File: src/rtl/ma_mem_arbiter_if.sv
`default_nettype none
// +----------------------------------------------------------------------+
// | Module      : ma_mem_arbiter_if                                       |
// | Description : Bundle of the pipeline (P), host (H) and RAM-side       |
// |               signals shared by the MA-stage memory arbiter.          |
// | Revision    : 1.0  initial release                                    |
// +----------------------------------------------------------------------+
interface ma_mem_arbiter_if #(
  parameter int ADDR_W = 16,
  parameter int DATA_W = 16
);
  // Pipeline requester
  logic              p_req;
  logic              p_we;
  logic [ADDR_W-1:0] p_addr;
  logic [DATA_W-1:0] p_wdata;
  logic              p_ack;
  logic [DATA_W-1:0] p_rdata;
  // Host requester
  logic              h_req;
  logic              h_we;
  logic [ADDR_W-1:0] h_addr;
  logic [DATA_W-1:0] h_wdata;
  logic              h_ack;
  logic [DATA_W-1:0] h_rdata;
  // Single-port RAM side
  logic              mem_en;
  logic              mem_we;
  logic [ADDR_W-1:0] mem_addr;
  logic [DATA_W-1:0] mem_wdata;
  logic [DATA_W-1:0] mem_rdata;
  // Status
  logic              busy;
  logic              gnt_h;

  // Arbiter view
  modport slave (
    input  p_req, p_we, p_addr, p_wdata,
    input  h_req, h_we, h_addr, h_wdata,
    input  mem_rdata,
    output p_ack, p_rdata, h_ack, h_rdata,
    output mem_en, mem_we, mem_addr, mem_wdata,
    output busy, gnt_h
  );

  // Requesters and RAM view
  modport master (
    output p_req, p_we, p_addr, p_wdata,
    output h_req, h_we, h_addr, h_wdata,
    output mem_rdata,
    input  p_ack, p_rdata, h_ack, h_rdata,
    input  mem_en, mem_we, mem_addr, mem_wdata,
    input  busy, gnt_h
  );
endinterface
`default_nettype wire

File: src/rtl/ma_mem_arbiter.sv
`default_nettype none
// +----------------------------------------------------------------------+
// | Module      : ma_mem_arbiter                                          |
// | Description : Shares one single-port RAM between the pipeline port    |
// |               (P) and the host port (H). Four-phase REQ/ACK per port, |
// |               one access in flight, IDLE -> ISSUE -> RESP sequence.   |
// |               Ties resolved round-robin (LAST updated on ties only).  |
// |               Define MA_ARB_HOST_PRIO_EN for strict host priority.    |
// | Revision    : 1.0  initial release                                    |
// +----------------------------------------------------------------------+
module ma_mem_arbiter #(
  parameter int ADDR_W = 16,
  parameter int DATA_W = 16
) (
  input  logic            clk,
  input  logic            rst,
  ma_mem_arbiter_if.slave bus
);

  localparam logic [1:0] S_IDLE  = 2'd0;
  localparam logic [1:0] S_ISSUE = 2'd1;
  localparam logic [1:0] S_RESP  = 2'd2;

  logic [1:0]        r_state;
  logic [1:0]        w_state_nxt;

  // ARMED flags: a port becomes eligible again only after REQ returns to 0
  logic              r_armed_p;
  logic              r_armed_h;
  logic              w_elig_p;
  logic              w_elig_h;
  logic              w_grant;
  logic              w_win_h;

  logic              r_mem_en;
  logic              r_mem_we;
  logic [ADDR_W-1:0] r_mem_addr;
  logic [DATA_W-1:0] r_mem_wdata;
  logic              r_p_ack;
  logic              r_h_ack;
  logic [DATA_W-1:0] r_p_rdata;
  logic [DATA_W-1:0] r_h_rdata;
  logic              r_busy;
  logic              r_gnt_h;

  logic              w_mem_en_nxt;
  logic              w_p_ack_nxt;
  logic              w_h_ack_nxt;
  logic              w_busy_nxt;
  logic              w_load_resp_p;
  logic              w_load_resp_h;

  assign w_elig_p = bus.p_req & r_armed_p;
  assign w_elig_h = bus.h_req & r_armed_h;
  assign w_grant  = (r_state == S_IDLE) & (w_elig_p | w_elig_h);

`ifdef MA_ARB_HOST_PRIO_EN
  // Strict priority: host wins whenever it is eligible
  always_comb w_win_h = w_elig_h;
`else
  logic r_last_h;
  logic w_tie;
  assign w_tie = w_elig_p & w_elig_h;
  // Round-robin: on a tie the port that did not win the previous tie is chosen
  always_comb w_win_h = w_tie ? ~r_last_h : w_elig_h;
`endif

  // State register
  always_ff @(posedge clk) begin
    if (rst) r_state <= S_IDLE;
    else     r_state <= w_state_nxt;
  end

  // Next-state logic
  always_comb begin
    w_state_nxt = r_state;
    case (r_state)
      S_IDLE:  if (w_elig_p | w_elig_h) w_state_nxt = S_ISSUE;
      S_ISSUE: w_state_nxt = S_RESP;
      S_RESP:  w_state_nxt = S_IDLE;
      default: w_state_nxt = S_IDLE;
    endcase
  end

  // Output decode from the next state so that every strobe comes out of a flop
  always_comb begin
    w_mem_en_nxt = (w_state_nxt == S_ISSUE);
    w_p_ack_nxt  = (w_state_nxt == S_RESP) & ~r_gnt_h;
    w_h_ack_nxt  = (w_state_nxt == S_RESP) &  r_gnt_h;
    w_busy_nxt   = (w_state_nxt != S_IDLE);
  end

  // Registered strobes; reset drops them on the very next edge
  always_ff @(posedge clk) begin
    if (rst) begin
      r_mem_en <= 1'b0;
      r_p_ack  <= 1'b0;
      r_h_ack  <= 1'b0;
      r_busy   <= 1'b0;
    end else begin
      r_mem_en <= w_mem_en_nxt;
      r_p_ack  <= w_p_ack_nxt;
      r_h_ack  <= w_h_ack_nxt;
      r_busy   <= w_busy_nxt;
    end
  end

  // A load is completing in the ACK cycle of its owner
  assign w_load_resp_p = r_p_ack & ~r_mem_we;
  assign w_load_resp_h = r_h_ack & ~r_mem_we;

  // Grant capture, read-data hold registers, ARMED and LAST bookkeeping
  always_ff @(posedge clk) begin
    if (rst) begin
      r_mem_we    <= 1'b0;
      r_mem_addr  <= '0;
      r_mem_wdata <= '0;
      r_gnt_h     <= 1'b0;
      r_p_rdata   <= '0;
      r_h_rdata   <= '0;
      r_armed_p   <= 1'b1;
      r_armed_h   <= 1'b1;
`ifndef MA_ARB_HOST_PRIO_EN
      r_last_h    <= 1'b1;
`endif
    end else begin
      if (w_grant) begin
        r_gnt_h     <= w_win_h;
        r_mem_we    <= w_win_h ? bus.h_we    : bus.p_we;
        r_mem_addr  <= w_win_h ? bus.h_addr  : bus.p_addr;
        r_mem_wdata <= w_win_h ? bus.h_wdata : bus.p_wdata;
`ifndef MA_ARB_HOST_PRIO_EN
        if (w_tie) r_last_h <= w_win_h;
`endif
      end
      if (w_load_resp_p) r_p_rdata <= bus.mem_rdata;
      if (w_load_resp_h) r_h_rdata <= bus.mem_rdata;
      // REQ seen low re-arms (even in the ACK cycle itself); ACK disarms
      r_armed_p <= ~bus.p_req | (r_armed_p & ~r_p_ack);
      r_armed_h <= ~bus.h_req | (r_armed_h & ~r_h_ack);
    end
  end

  assign bus.mem_en    = r_mem_en;
  assign bus.mem_we    = r_mem_we;
  assign bus.mem_addr  = r_mem_addr;
  assign bus.mem_wdata = r_mem_wdata;
  assign bus.p_ack     = r_p_ack;
  assign bus.h_ack     = r_h_ack;
  assign bus.busy      = r_busy;
  assign bus.gnt_h     = r_gnt_h;
  // The RAM presents load data only in the ACK cycle, so that cycle forwards
  // it straight from the RAM output; afterwards the captured copy is held.
  assign bus.p_rdata   = w_load_resp_p ? bus.mem_rdata : r_p_rdata;
  assign bus.h_rdata   = w_load_resp_h ? bus.mem_rdata : r_h_rdata;

endmodule
`default_nettype wire

File: src/flat_wrapper.sv
// flat-port wrapper written by rule: the top's interface ports become plain ports
module ma_mem_arbiter_flat 
#(
  parameter int ADDR_W = 16,
  parameter int DATA_W = 16
)
  (clk, rst, bus_p_req, bus_p_we, bus_p_addr, bus_p_wdata, bus_h_req, bus_h_we, bus_h_addr, bus_h_wdata, bus_mem_rdata, bus_p_ack, bus_p_rdata, bus_h_ack, bus_h_rdata, bus_mem_en, bus_mem_we, bus_mem_addr, bus_mem_wdata, bus_busy, bus_gnt_h);
  ma_mem_arbiter_if #(.ADDR_W(ADDR_W), .DATA_W(DATA_W)) bus_i ();
  input  logic clk;
  input  logic rst;
  input wire logic [$bits(bus_i.p_req)-1:0] bus_p_req;
  input wire logic [$bits(bus_i.p_we)-1:0] bus_p_we;
  input wire logic [$bits(bus_i.p_addr)-1:0] bus_p_addr;
  input wire logic [$bits(bus_i.p_wdata)-1:0] bus_p_wdata;
  input wire logic [$bits(bus_i.h_req)-1:0] bus_h_req;
  input wire logic [$bits(bus_i.h_we)-1:0] bus_h_we;
  input wire logic [$bits(bus_i.h_addr)-1:0] bus_h_addr;
  input wire logic [$bits(bus_i.h_wdata)-1:0] bus_h_wdata;
  input wire logic [$bits(bus_i.mem_rdata)-1:0] bus_mem_rdata;
  output wire logic [$bits(bus_i.p_ack)-1:0] bus_p_ack;
  output wire logic [$bits(bus_i.p_rdata)-1:0] bus_p_rdata;
  output wire logic [$bits(bus_i.h_ack)-1:0] bus_h_ack;
  output wire logic [$bits(bus_i.h_rdata)-1:0] bus_h_rdata;
  output wire logic [$bits(bus_i.mem_en)-1:0] bus_mem_en;
  output wire logic [$bits(bus_i.mem_we)-1:0] bus_mem_we;
  output wire logic [$bits(bus_i.mem_addr)-1:0] bus_mem_addr;
  output wire logic [$bits(bus_i.mem_wdata)-1:0] bus_mem_wdata;
  output wire logic [$bits(bus_i.busy)-1:0] bus_busy;
  output wire logic [$bits(bus_i.gnt_h)-1:0] bus_gnt_h;
  assign bus_i.p_req = bus_p_req;
  assign bus_i.p_we = bus_p_we;
  assign bus_i.p_addr = bus_p_addr;
  assign bus_i.p_wdata = bus_p_wdata;
  assign bus_i.h_req = bus_h_req;
  assign bus_i.h_we = bus_h_we;
  assign bus_i.h_addr = bus_h_addr;
  assign bus_i.h_wdata = bus_h_wdata;
  assign bus_i.mem_rdata = bus_mem_rdata;
  assign bus_p_ack = bus_i.p_ack;
  assign bus_p_rdata = bus_i.p_rdata;
  assign bus_h_ack = bus_i.h_ack;
  assign bus_h_rdata = bus_i.h_rdata;
  assign bus_mem_en = bus_i.mem_en;
  assign bus_mem_we = bus_i.mem_we;
  assign bus_mem_addr = bus_i.mem_addr;
  assign bus_mem_wdata = bus_i.mem_wdata;
  assign bus_busy = bus_i.busy;
  assign bus_gnt_h = bus_i.gnt_h;
  ma_mem_arbiter #(.ADDR_W(ADDR_W), .DATA_W(DATA_W)) u_core (.clk(clk), .rst(rst), .bus(bus_i));
endmodule
File: config.mk
export PLATFORM = sky130hd
export DESIGN_NAME = ma_mem_arbiter_flat
export DESIGN_NICKNAME = d
export VERILOG_FILES = /design/src/rtl/ma_mem_arbiter_if.sv /design/src/rtl/ma_mem_arbiter.sv /design/src/flat_wrapper.sv
export SDC_FILE = /design/constraint.sdc
export NUM_CORES = 1
export LEC_CHECK = 0
export BUFFER_PORTS_ARGS = -buffer_cell sky130_fd_sc_hd__buf_2
export CAP_MARGIN = 20
export CORE_UTILIZATION = 50
export DETAILED_ROUTE_END_ITERATION = 10
export PLACE_DENSITY_LB_ADDON = 0.12
export SLEW_MARGIN = 0
export SYNTH_ARGS = -nofsm -noshare
export SYNTH_HDL_FRONTEND = slang
export SYNTH_SLANG_ARGS = --single-unit
File: constraint.sdc
create_clock -name clk -period 3.9 [get_ports clk]
set_clock_uncertainty 0.1 [all_clocks]
set_input_delay 0.585 -clock clk [delete_from_list [all_inputs] [get_ports clk]]
set_output_delay 0.585 -clock clk [all_outputs]
set_load 0.05 [all_outputs]
==> results <==
- The flow ran to the end, but the final reports show violations.
- The final reports fail on design-rule violations.
- The wire length per cell is around 16 um.
- In this run the worst hold path is classified as in -> reg.
- The worst-skew pair later-pin latency is approximately 0.35 ns.
- The cell area that synthesis handed to floorplanning was 3380 sq um.
- The buffer depth of the longest clock path is 2.
- The area added between synthesis and finish is 28.3%.
- The final setup violation count is 0.
- The H-tree was split into 3 levels.
- After routing, the total negative slack on setup checks comes to 0 ns.
- Each instance of the synthesized netlist takes up on average around 10 sq um.
- The net count of the finished layout is 558.
- The startpoint of the most critical setup path is u_core.bus.mem_we.
- In this run the standard cell core region covers between 6000 and 7000 sq um.
- The required arrival time at the worst endpoint is 3.21 ns.
- For flop-to-flop paths, the worst setup slack is roughly 1.7 ns.
- The number of detailed-route iterations in the first pass is 7.
- For the pin with the worst max-slew slack, the measured transition is ~1.1 ns.
- The startpoint of the worst register-to-register path is u_core.r_state[0].
- The clock tree from TritonCTS is done.
- The top cell types in the final layout, fill and taps aside, are 155 x sky130_fd_sc_hd__buf_2, 75 x sky130_fd_sc_hd__dfxtp_1, 35 x sky130_fd_sc_hd__nand3_1.
- The initial antenna violation count is 0.
- The register bit total from synthesis is 75.
- Fill cells in the final layout number between 500 and 600.
- The analysis attributes to cell leakage a power of a little over 2 nW.
- The cell type of the slowest stage on the worst timing path is sky130_fd_sc_hd__nand2b_1.
- The critical path class is reg -> out.
- The worst path in the final design needs a cycle of between 2 and 3 ns, including I/O delays and setup.
- On the critical path the largest part of the delay comes from simple AND/OR/NAND/NOR gates.
- Wires add up to between 8 and 9 mm.
- Walking the worst path, the cells encountered are nand2b_1 -> mux2_2 -> buf_2.
- Setup repair after global routing left no endpoint under its margin.
- The relative slew slack is 0.299.
- CTS placed an instance of sky130_fd_sc_hd__clkbuf_8 at the clock tree root.
- The largest single stage delay on the critical path is about 0.65 ns.
- The endpoint of the most critical register-to-register path is u_core.bus.mem_wdata[15].
- The via count of the first global-routing pass was 2872.
- The power density relative to cell area is 480 nW/um^2.
- The final-report max-slew violation count came to 0.
- The depth of the worst register-to-register path is 4.
- Gates resized during post-CTS repair numbered 0.
- In this run the core area contains 29 standard-cell rows.
- TritonCTS created 9 clock buffers.
- The routed layout has about 3100 vias.
- The endpoint of the worst setup timing path is bus_h_rdata[3].
- After clock tree synthesis, the clock-pin slew on the worst setup and hold paths is 0.08 ns.
- The critical path crosses 3 cells after its start point.
- The top-level I/O count is about 160.
- The largest net degree at the start of global routing is 39.
- The library cell used most frequently in the layout, excluding fill and tap cells, is sky130_fd_sc_hd__buf_2.
- The number of instances in the synthesized netlist is about 340.
- In the routed layout, each cell is associated on average with a via count of approximately 5.6.
- The vertical extent of the die is about 84 um.
- The synthesized net count is 423.
- The number of setup buffers added after CTS is 0.
- The global-route wire length before repair is roughly 14 mm.
- The count of inserted antenna diode cells is 0.
- The warning count from the yosys run is 0.
- From left edge to right edge, the die measures between 80 and 90 um.
- STA classifies the critical path startpoint as a register.
- The part of the Yosys area used for sequential elements is 0.444.
- The last weighted congestion value of the routability-driven placer is roughly 0.73.
- The number of buffer and inverter stages on the critical path is 1.
- For this run, the total global-route usage over all layers was measured as 0.244.
- Clock tree synthesis found a total of 75 sinks.
- The overall overflow remaining after global route is 0.
- The post-detailed-placement half-perimeter wirelength is about 5.6 mm.
- The remaining routing DRC violations is 20.
- Max-cap violations in this run came to 0.
- The portion of the clock cycle consumed by the worst path in the final layout is 0.690.
- The die covers roughly 7000 sq um.
- STA classifies the critical path endpoint as an output pin.
- The final number of hold-violating endpoints is 0.
- For the worst setup path, the data arrival time is about 2 ns.
- IR analysis of the VDD net gives a maximum drop of ~240 uV.
- Based on the critical path, the design can be clocked at up to about 370 MHz.
- The count of buffers added on input and output ports is approximately 160.
- The netlist uses 24 different library cells.
- The initial utilization of the core area, before any placement, comes to 0.524.
- In this run the worst path has a maximum fanout of 16.
- Once detail routing completed, the nets flagged for antenna violations numbered 0.
- Once layout is complete, the utilization of the core stands at 0.672.
- For this block, the initial DRC count from the detailed router was roughly 150.
- The number of buffers added to fix hold violations after cts is 0.
- Of the cells placed in the final design, the portion with a size suffix greater than 1 is 0.501.
-- final cells by class --
cell class | instances | area, sq um | share of cell area
Multi-Input combinational cell | 222 | 1690 | 0.389
Clock inverter | 5 | 85.1 | 0.0196
Timing Repair Buffer | 160 | 813 | 0.187
Inverter | 4 | 15.0 | 0.00346
Sequential cell | 75 | 1500 | 0.346
Clock buffer | 11 | 141 | 0.0326
Tap cell | 77 | 96.3 | 0.0222
-- logic make-up (layout without fill, tap and decap cells) --
| family | after synthesis | after routing | share of synthesized area |
|---|---|---|---|
| flip-flops | 75 | 75 | 0.444 |
| AO/OA/AOI/OAI | 106 | 106 | 0.254 |
| multiplexers | 32 | 32 | 0.107 |
| buffers and inverters | 40 | 180 | 0.0588 |
| AND/OR/NAND/NOR | 84 | 84 | 0.137 |
-- synth_stat cells --
cell type / n / share of area
sky130_fd_sc_hd__dfxtp_1: 75 / 0.44
sky130_fd_sc_hd__nand3_1: 35 / 0.052
sky130_fd_sc_hd__and2_1: 34 / 0.063
sky130_fd_sc_hd__o21ai_0: 34 / 0.050
sky130_fd_sc_hd__a21oi_1: 33 / 0.049
sky130_fd_sc_hd__mux2_2: 32 / 0.11
sky130_fd_sc_hd__a311oi_2: 30 / 0.13
sky130_fd_sc_hd__clkbuf_1: 23 / 0.026
sky130_fd_sc_hd__buf_2: 6 / 0.0089
sky130_fd_sc_hd__buf_6: 5 / 0.017
sky130_fd_sc_hd__nor2_1: 5 / 0.0055
sky130_fd_sc_hd__inv_1: 4 / 0.0044
sky130_fd_sc_hd__nand2_1: 4 / 0.0044
sky130_fd_sc_hd__a311oi_1: 3 / 0.0078
sky130_fd_sc_hd__and3_1: 3 / 0.0055
sky130_fd_sc_hd__nand2b_1: 2 / 0.0037
sky130_fd_sc_hd__o211ai_1: 2 / 0.0044
sky130_fd_sc_hd__a21boi_0: 1 / 0.0022
sky130_fd_sc_hd__a22o_1: 1 / 0.0026
sky130_fd_sc_hd__buf_1: 1 / 0.0011
sky130_fd_sc_hd__buf_4: 1 / 0.0022
sky130_fd_sc_hd__o21a_1: 1 / 0.0022
sky130_fd_sc_hd__o41ai_1: 1 / 0.0026
sky130_fd_sc_hd__or4b_1: 1 / 0.0030
-- sequential cells by signal (all words and copies together), names as in the netlist, 2 cells and up --
signal,count
u_core.bus.mem_addr,16
u_core.r_h_rdata,16
u_core.r_p_rdata,16
u_core.bus.mem_wdata,16
u_core.r_state,2
-- routing by layer --
layer | global-route usage | share of wire | vias to the layer above
met4 | 0.0909 | 0.020 | 0
li1 | - | - | 1505
met5 | 0 | 0 | -
met2 | 0.399 | 0.48 | 136
met3 | 0.0590 | 0.063 | 17
met1 | 0.315 | 0.44 | 1464
-- stage by stage --
step	instance area (sq um)	hold slack (ns)	setup WS, ns	total power, mW	std cells
global route	4340	0.361	1.09	2.17	554
global placement	4110	0.346	1.60	1.42	538
floorplan	3380	0.367	1.55	1.29	337
CTS	4340	0.350	1.16	2.10	554
finish	4340	0.368	1.21	2.08	554
detailed placement	4110	0.374	1.55	1.42	538
-- power by group --
| group | internal, mW | switching [mW] | total (mW) |
|---|---|---|---|
| sequential | 0.822 | 0.0274 | 0.849 |
| clock | 0.381 | 0.296 | 0.677 |
| combinational | 0.162 | 0.396 | 0.558 |
-- how the worst min path moves through the flow --
stage          slack [ns]  cells past startpoint           endpoint         startpoint
2_1_floorplan        0.37                      2  u_core.r_state[1]  u_core.r_state[0]
3_3_place_gp         0.35                      1   u_core.bus.p_ack   u_core.bus.gnt_h
3_5_place_dp         0.37                      1   u_core.bus.p_ack   u_core.bus.gnt_h
4_1_cts              0.35                      2   u_core.r_armed_p          bus_p_req
5_1_grt              0.36                      2   u_core.r_armed_p          bus_p_req
6_report             0.37                      2   u_core.r_armed_p          bus_p_req
(Power assumes the default switching activity.)
